**src/rtl/keypad_digit_buffer.sv**
```systemverilog
// Multi-digit keypad entry buffer: shift-in digits, backspace, clear and commit,
// with a commit snapshot register and one-cycle err / guardado_valid pulses.
module keypad_digit_buffer #(
  parameter int NUM_DIGITS = 4,
  parameter int DIGIT_W    = 4,
  parameter int MAX_DIGIT  = 9,
  parameter int OVF_ROLL   = 0,
  localparam int CW        = $clog2(NUM_DIGITS + 1)
) (
  input  logic                               clk,
  input  logic                               rst,
  input  logic [DIGIT_W-1:0]                 entrada,
  input  logic                               push,
  input  logic                               borrar,
  input  logic                               rst_dat,
  input  logic                               guardar,
  output logic [NUM_DIGITS-1:0][DIGIT_W-1:0] numero,
  output logic [CW-1:0]                      count,
  output logic                               full,
  output logic                               err,
  output logic [NUM_DIGITS-1:0][DIGIT_W-1:0] guardado_num,
  output logic                               guardado_valid
);

  localparam logic [1:0] S_EMPTY = 2'd0;
  localparam logic [1:0] S_ENTRY = 2'd1;
  localparam logic [1:0] S_FULL  = 2'd2;
  localparam logic [1:0] S_DONE  = 2'd3;

  localparam logic [DIGIT_W-1:0] L_MAX = DIGIT_W'(MAX_DIGIT);
  localparam logic [CW-1:0]      L_N   = CW'(NUM_DIGITS);
  localparam logic [CW-1:0]      L_ONE = CW'(1);

  logic [1:0]                        r_state;
  logic [NUM_DIGITS-1:0][DIGIT_W-1:0] r_num;
  logic [CW-1:0]                     r_count;
  logic                              r_err;
  logic [NUM_DIGITS-1:0][DIGIT_W-1:0] r_gnum;
  logic                              r_gvalid;

  logic [1:0]                        w_state;
  logic [NUM_DIGITS-1:0][DIGIT_W-1:0] w_num;
  logic [CW-1:0]                     w_count;
  logic                              w_err;
  logic [NUM_DIGITS-1:0][DIGIT_W-1:0] w_gnum;
  logic                              w_gvalid;
  logic                              w_dig_ok;
  logic [NUM_DIGITS-1:0][DIGIT_W-1:0] w_shift_in;
  logic [NUM_DIGITS-1:0][DIGIT_W-1:0] w_shift_out;

  assign w_dig_ok    = (entrada <= L_MAX);
  assign w_shift_in  = {r_num[NUM_DIGITS-2:0], entrada};
  assign w_shift_out = {{DIGIT_W{1'b0}}, r_num[NUM_DIGITS-1:1]};

  // One command per cycle, highest priority first; masked strobes are silently dropped.
  always_comb begin
    w_state  = r_state;
    w_num    = r_num;
    w_count  = r_count;
    w_err    = 1'b0;
    w_gnum   = r_gnum;
    w_gvalid = 1'b0;
    if (rst_dat) begin
      w_num   = '0;
      w_count = '0;
      w_state = S_EMPTY;
    end else if (guardar) begin
      if (r_state == S_ENTRY || r_state == S_FULL) begin
        w_gnum   = r_num;
        w_gvalid = 1'b1;
        w_state  = S_DONE;
      end else begin
        w_err = 1'b1;
      end
    end else if (borrar) begin
      case (r_state)
        S_EMPTY: w_err = 1'b1;
        S_DONE: begin
          w_num   = '0;
          w_count = '0;
          w_state = S_EMPTY;
        end
        default: begin
          w_num   = w_shift_out;
          w_count = r_count - L_ONE;
          w_state = (r_count == L_ONE) ? S_EMPTY : S_ENTRY;
        end
      endcase
    end else if (push) begin
      if (!w_dig_ok) begin
        w_err = 1'b1;
      end else begin
        case (r_state)
          S_FULL: begin
            // Roll mode keeps the buffer full and discards the oldest digit.
            if (OVF_ROLL != 0) w_num = w_shift_in;
            else               w_err = 1'b1;
          end
          S_DONE: begin
            w_num    = '0;
            w_num[0] = entrada;
            w_count  = L_ONE;
            w_state  = S_ENTRY;
          end
          default: begin
            w_num   = w_shift_in;
            w_count = r_count + L_ONE;
            w_state = (r_count + L_ONE == L_N) ? S_FULL : S_ENTRY;
          end
        endcase
      end
    end
  end

  always_ff @(posedge clk) begin
    if (rst) begin
      r_state  <= S_EMPTY;
      r_num    <= '0;
      r_count  <= '0;
      r_err    <= 1'b0;
      r_gnum   <= '0;
      r_gvalid <= 1'b0;
    end else begin
      r_state  <= w_state;
      r_num    <= w_num;
      r_count  <= w_count;
      r_err    <= w_err;
      r_gnum   <= w_gnum;
      r_gvalid <= w_gvalid;
    end
  end

  assign numero         = r_num;
  assign count          = r_count;
  assign full           = (r_state == S_FULL);
  assign err            = r_err;
  assign guardado_num   = r_gnum;
  assign guardado_valid = r_gvalid;

endmodule

```
**config.mk**
```make
export PLATFORM = sky130hd
export DESIGN_NAME = keypad_digit_buffer
export DESIGN_NICKNAME = d
export VERILOG_FILES = /design/src/rtl/keypad_digit_buffer.sv
export SDC_FILE = /design/constraint.sdc
export NUM_CORES = 1
export LEC_CHECK = 0
export CAP_MARGIN = 0
export CELL_PAD_IN_SITES_DETAIL_PLACEMENT = 1
export CELL_PAD_IN_SITES_GLOBAL_PLACEMENT = 2
export CORE_MARGIN = 3
export CORE_UTILIZATION = 31
export CTS_BUF_LIST = sky130_fd_sc_hd__clkbuf_4
export DETAILED_ROUTE_END_ITERATION = 8
export PLACE_DENSITY = 0.92
export SETUP_SLACK_MARGIN = 0.4
export SYNTH_ARGS = -nofsm -noshare
export SYNTH_HDL_FRONTEND = slang
export SYNTH_SLANG_ARGS = --single-unit
```
**constraint.sdc**
```tcl
create_clock -name clk -period 4.5 [get_ports clk]
set_input_delay 0.45 -clock clk [delete_from_list [all_inputs] [get_ports clk]]
set_output_delay 0.45 -clock clk [all_outputs]
set_load 0.01 [all_outputs]
```
==> results.ini, run 1 <==
[run_status]
outcome=completed

[synthesis]
ys_seq_area_frac=0.4315
synth_edf_count=0
synth_cell_types=33
avgSynthCellArea_sq_um=8.261
synth_area_leaders=dfxtp_1, a21oi_1, nand2_1, mux2_2, ha_1
yosys_warnings=0
synthFlopType=dfxtp_1
syn_nets=236
synth.top_cells.by_count=dfxtp_1, nand2_1, a21oi_1, nand4_1, clkbuf_1
synth-seq-cells=39
synth_top_area_frac=0.4315
syn_inst=219
ys_async_sr_fraction=0
synth_top_area_cell=dfxtp_1
netlist_area_sq_um=1809
synth_most_common_cell=dfxtp_1

[worst_setup_path]
critPathMaxStageDelay_ns=1.08
path_cells=clkdlybuf4s50_1 -> nor2b_1 -> a221o_1 -> or3_1 -> a221oi_2
reg2regPathDepth=5
r2r-start=r_state[0]
slowest_stage=clkdlybuf4s50_1
start_kind=input port
arrival_ns=3.09
rrSetupSlack_ns=2.33
critPathCaptureType=register
timing.rr.end=count[2]
crit_fanout=23
critPathKind=in -> reg
required_ns=4.78

[clocking]
hold_buffers=0
cts_setup_buffers=0
clock_sinks=39
clk_latency_ns=0.35
cts.reportedPaths.clkPinSlew_ns=0.12
clockRootBuffer=clkbuf_4
clk_path_buf_depth=2
cts_max_level=2
cts_resized=0
cts_tree=built
cts-buffers-inserted=5

[timing]
tns_ns=0
finalCritPeriodShare=0.6255
setup_viol=0
worstMarginPinSlew_ns=1.050
clock-skew-final_ns=0.006276
whs_ns=0.4611
max_freq_mhz=355.3
fin_crit_ns=2.815
slew_viol_final=0
max-slew-margin-rel=0.2973
rsz0062_at_grt=false
hold_viol_final=0

[layout]
layout.nets=277
syn2layout_area_growth_pct=32.99
antennaDiodeCount=0
layout-drive-gt1-share=0.07663
post-route-util=0.4317

[power_and_ir_drop]
pwr_density_cell_nw_per_um2=273.5
ir_drop_mv=0.1019
p_total_mw=0.6581
p_leak_nw=0.7893

[die]
rows=27
dieArea_sq_um=6789
initial_core_util=0.3246
dieWidth_microns=82.40
io_pins=48
coreArea_sq_um=5574
die_h_microns=82.40

[routing]
drc_errors=0
drt_first_iter_violations=82
drt-pass1-iter-count=5
vias=1793
wl_per_cell_microns=15.91
via_per_inst=5.384
drt-total-wl_mm=5.299
ant_nets=0

[grt]
gr-total-overflow=0
first_global_vias=1743
grt.total_usage=0.1660
grt_max_degree=24
antenna_found_initial=0
grt_pass1_wl_mm=8.569

[placed_design]
gp_congestion=0.7745
place_hpwl_mm=3.706
io_buffers=47

[worst_hold_path]
whs_endpoint=guardado_num[8]
hold_path_class=reg -> reg
hold_depth=2
min_from=guardado_num[8]

[run]
drv_cap=0

==> report_power, final <==
part	internal (mW)	switching, mW	leakage (nW)	total (mW)
sequential	0.348	0.00310	0.315	0.351
clock	0.114	0.121	0.0426	0.235
combinational	0.0264	0.0451	0.432	0.0715
==> worst max-delay path: cells and delay by family <==
kind | cells | cell delay (ns)
AND/OR/NAND/NOR | 2 | 0.66
AO/OA/AOI/OAI | 2 | 0.90
buffers and inverters | 1 | 1.08
==> how the worst max path moves through the flow <==
stage                    start         to  slack (ns)  depth (start not counted)
CTS                     borrar   count[2]        1.73                          5
global placement        borrar   count[2]        1.42                          5
finish                  borrar   count[2]        1.69                          5
detailed placement      borrar   count[2]        1.34                          5
global route            borrar  numero[0]        1.55                          5
floorplan           r_state[0]   count[2]        2.72                          5
==> cell families (layout without fill, tap and decap cells) <==
family / Yosys count / count (layout) / share of synthesized area
flip-flops: 39 / 39 / 0.4315
XOR/XNOR: 2 / 2 / 0.009684
AND/OR/NAND/NOR: 72 / 72 / 0.1874
multiplexers: 9 / 9 / 0.05533
buffers and inverters: 23 / 65 / 0.04910
adder cells (fa/ha/maj): 7 / 7 / 0.04841
AO/OA/AOI/OAI: 67 / 67 / 0.2185
==> cells in the final DEF, fill, tap and decap left out, types with 5 or more instances in the layout <==
cell type and instances:
a21oi_1 36, a311oi_1 5, clkbuf_4 5, clkdlybuf4s50_1 47, dfxtp_1 39, ha_1 7
inv_1 6, mux2_2 8, nand2_1 38, nand4_1 14, nor2_1 6, o21ai_1 11
==> final cells by class <==
cell class / count / area (sq um)
Multi-Input combinational cell: 157 / 939.7
Fill cell: 669 / 3168
Inverter: 7 / 26.28
Tap cell: 72 / 90.09
Clock inverter: 3 / 38.79
Timing Repair Buffer: 50 / 493.0
Sequential cell: 39 / 780.7
Clock buffer: 5 / 37.54
==> layer usage <==
metal	global-route usage	up-vias	wire, microns
li1	-	868	-
met1	0.2072	874	2387
met2	0.2772	42	2612
met3	0.03362	9	198
met4	0.06811	0	101
met5	0	-	0
==> flip-flops by register name, summed over array words and instances (netlist names) <==
register        count
guardado_valid      1
count               3
r_state             2
numero             16
err                 1
guardado_num       16
==> metrics by stage <==
step | std cells | area (sq um) | setup slack, ns
2_1_floorplan | 219 | 1809 | 2.718
3_3_place_gp | 325 | 2330 | 1.420
3_5_place_dp | 325 | 2330 | 1.341
4_1_cts | 333 | 2406 | 1.731
5_1_grt | 333 | 2406 | 1.545
6_report | 333 | 2406 | 1.685
No activity file was read; power rests on OpenSTA's default activity.
==> inputs of run 2 (changes only) <==
- CORE_UTILIZATION: 31 -> 28
- PLACE_DENSITY: 0.92 -> 0.85
- clock period: 4.5 -> 2.8 ns (I/O delays scaled with it)
==> run 2 against run 1 <==
Against the previous run:
- clock skew increased by 0.012 ns
- via count decreased by 1.6%
- cell count increased by 3.3%
- final area increased by 3.8%
- critical path depth unchanged
- sequential power increased by 61%
- sequential share of layout area decreased by 1.2 points
- first-iteration DRC count decreased by 1.2%
- flip-flop and latch count unchanged
- combinational power increased by 75%
- clock power increased by 100%
- largest power group unchanged
- highest routed layer unchanged
==> results.ini, run 2 (synthesis results as in run 1) <==
[run_status]
outcome=completed

[layout]
instances_no_fill=344
antennaDiodeCount=0
n_fill_cell=744
layout-drive-gt1-share=0.1078
syn2layout_area_growth_pct=38.11
layout_common_cells=clkdlybuf4s50_1, dfxtp_1, nand2_1
final_common_cell=clkdlybuf4s50_1
layout.nets=285
fin_area_sq_um=2499

[timing]
finalCritPeriodShare=0.7052
clock-skew-final_ns=0.01825
tns_ns=0
fin_crit_ns=1.975
max_freq_mhz=506.4
slew_viol_final=0
setup_viol=0
worstMarginPinSlew_ns=0.6028
hold_viol_final=0
rsz0062_at_grt=false
max-slew-margin-rel=0.5982

[die]
dieArea_sq_um=7462
initial_core_util=0.2968
die_h_microns=86.39
rows=28
dieWidth_microns=86.39
coreArea_sq_um=6096
io_pins=48

[worst_setup_path]
arrival_ns=2.24
crit_fanout=9
required_ns=3.06
path_cells=inv_1 -> ha_1 -> a221o_1 -> or3_1 -> a221oi_2
critPathKind=reg -> reg
slowest_stage=a221o_1
start_kind=register
critPathMaxStageDelay_ns=0.51
reg2regPathDepth=5
critPathCaptureType=register

[grt]
grt_max_degree=23
grt_pass1_wl_mm=8.956
grt.total_usage=0.1493
first_global_vias=1802
gr-total-overflow=0
antenna_found_initial=0

[routing]
drt-pass1-iter-count=4
drt_first_iter_violations=81
vias=1764
drc_errors=0
drt-total-wl_mm=5.381
wl_per_cell_microns=15.64
via_per_inst=5.128
ant_nets=0

[worst_hold_path]
hold_depth=2
hold_path_class=reg -> reg

[clocking]
cts-buffers-inserted=5
clk_path_buf_depth=2
hold_buffers=0
clockRootBuffer=clkbuf_4
cts.reportedPaths.clkPinSlew_ns=0.12
cts_max_level=2
cts_tree=built
cts_setup_buffers=0
cts_resized=0
clk_latency_ns=0.35
clock_sinks=39

[placed_design]
gp_congestion=0.8232
io_buffers=47
dp_cells=336
place_area_sq_um=2394
place_hpwl_mm=3.866

[run]
drv_cap=0

[power_and_ir_drop]
p_leak_nw=0.8416
ir_drop_mv=0.1897
pwr_density_cell_nw_per_um2=468.3

-- run 2: changes by cell type in the layout (fill, tap and decap cells not counted), sizes merged --
cell and delta:
buf +8, clkinv -2, clkbuf +1, bufinv +1
-- run 2: path summary, 6_finish.rpt --
check	slack (ns)	endpoint	start
max reg2reg	0.83	count[2]	r_state[0]
max	0.83	count[2]	r_state[0]
min reg2reg	0.46	guardado_num[2]	guardado_num[2]
min	0.46	guardado_num[2]	guardado_num[2]
-- run 2: final cells by class --
class                   count  area (sq um)  share of cell area
clock inverters             2         60.06             0.02404
clock buffers               6         45.04             0.01803
repair buffers             58         553.0              0.2213
well taps                  75         93.84             0.03756
inverters                   7         26.28             0.01052
flip-flops and latches     39         780.7              0.3125
multi-input cells         157         939.7              0.3761
-- run 2: through the flow --
| stage | util | hold slack [ns] | total power, mW | worst slack (ns) |
|---|---|---|---|---|
| 6_report | 0.4099 | 0.4632 | 1.170 | 0.8255 |
| 5_1_grt | 0.4099 | 0.4866 | 1.219 | 0.6718 |
| 4_1_cts | 0.4099 | 0.4674 | 1.186 | 0.8277 |
| 3_5_place_dp | 0.3927 | 0.4506 | 0.7014 | 0.5945 |
| 3_3_place_gp | 0.3927 | 0.4411 | 0.7004 | 0.6309 |
| 2_1_floorplan | - | 0.4467 | 0.6454 | 1.018 |
-- run 2: worst max-delay path, delay by kind of cell (launching register included) --
family	cells	cell delay [ns]
AO/OA/AOI/OAI	2	0.77
adder cells (fa/ha/maj)	1	0.25
buffers and inverters	1	0.08
flip-flops	1	0.39
AND/OR/NAND/NOR	1	0.42
-- run 2: where the power goes --
group | internal, mW | switching, mW | total, mW
combinational | 0.0507 | 0.0744 | 0.125
sequential | 0.560 | 0.00500 | 0.565
clock | 0.288 | 0.192 | 0.480
-- run 2: metal layers --
layer / vias up / global-route usage / wire, microns
li1: 881 / - / -
met1: 842 / 0.1928 / 2551
met2: 35 / 0.2406 / 2571
met3: 6 / 0.03612 / 192
met4: 0 / 0.05666 / 66
met5: - / 0 / 0
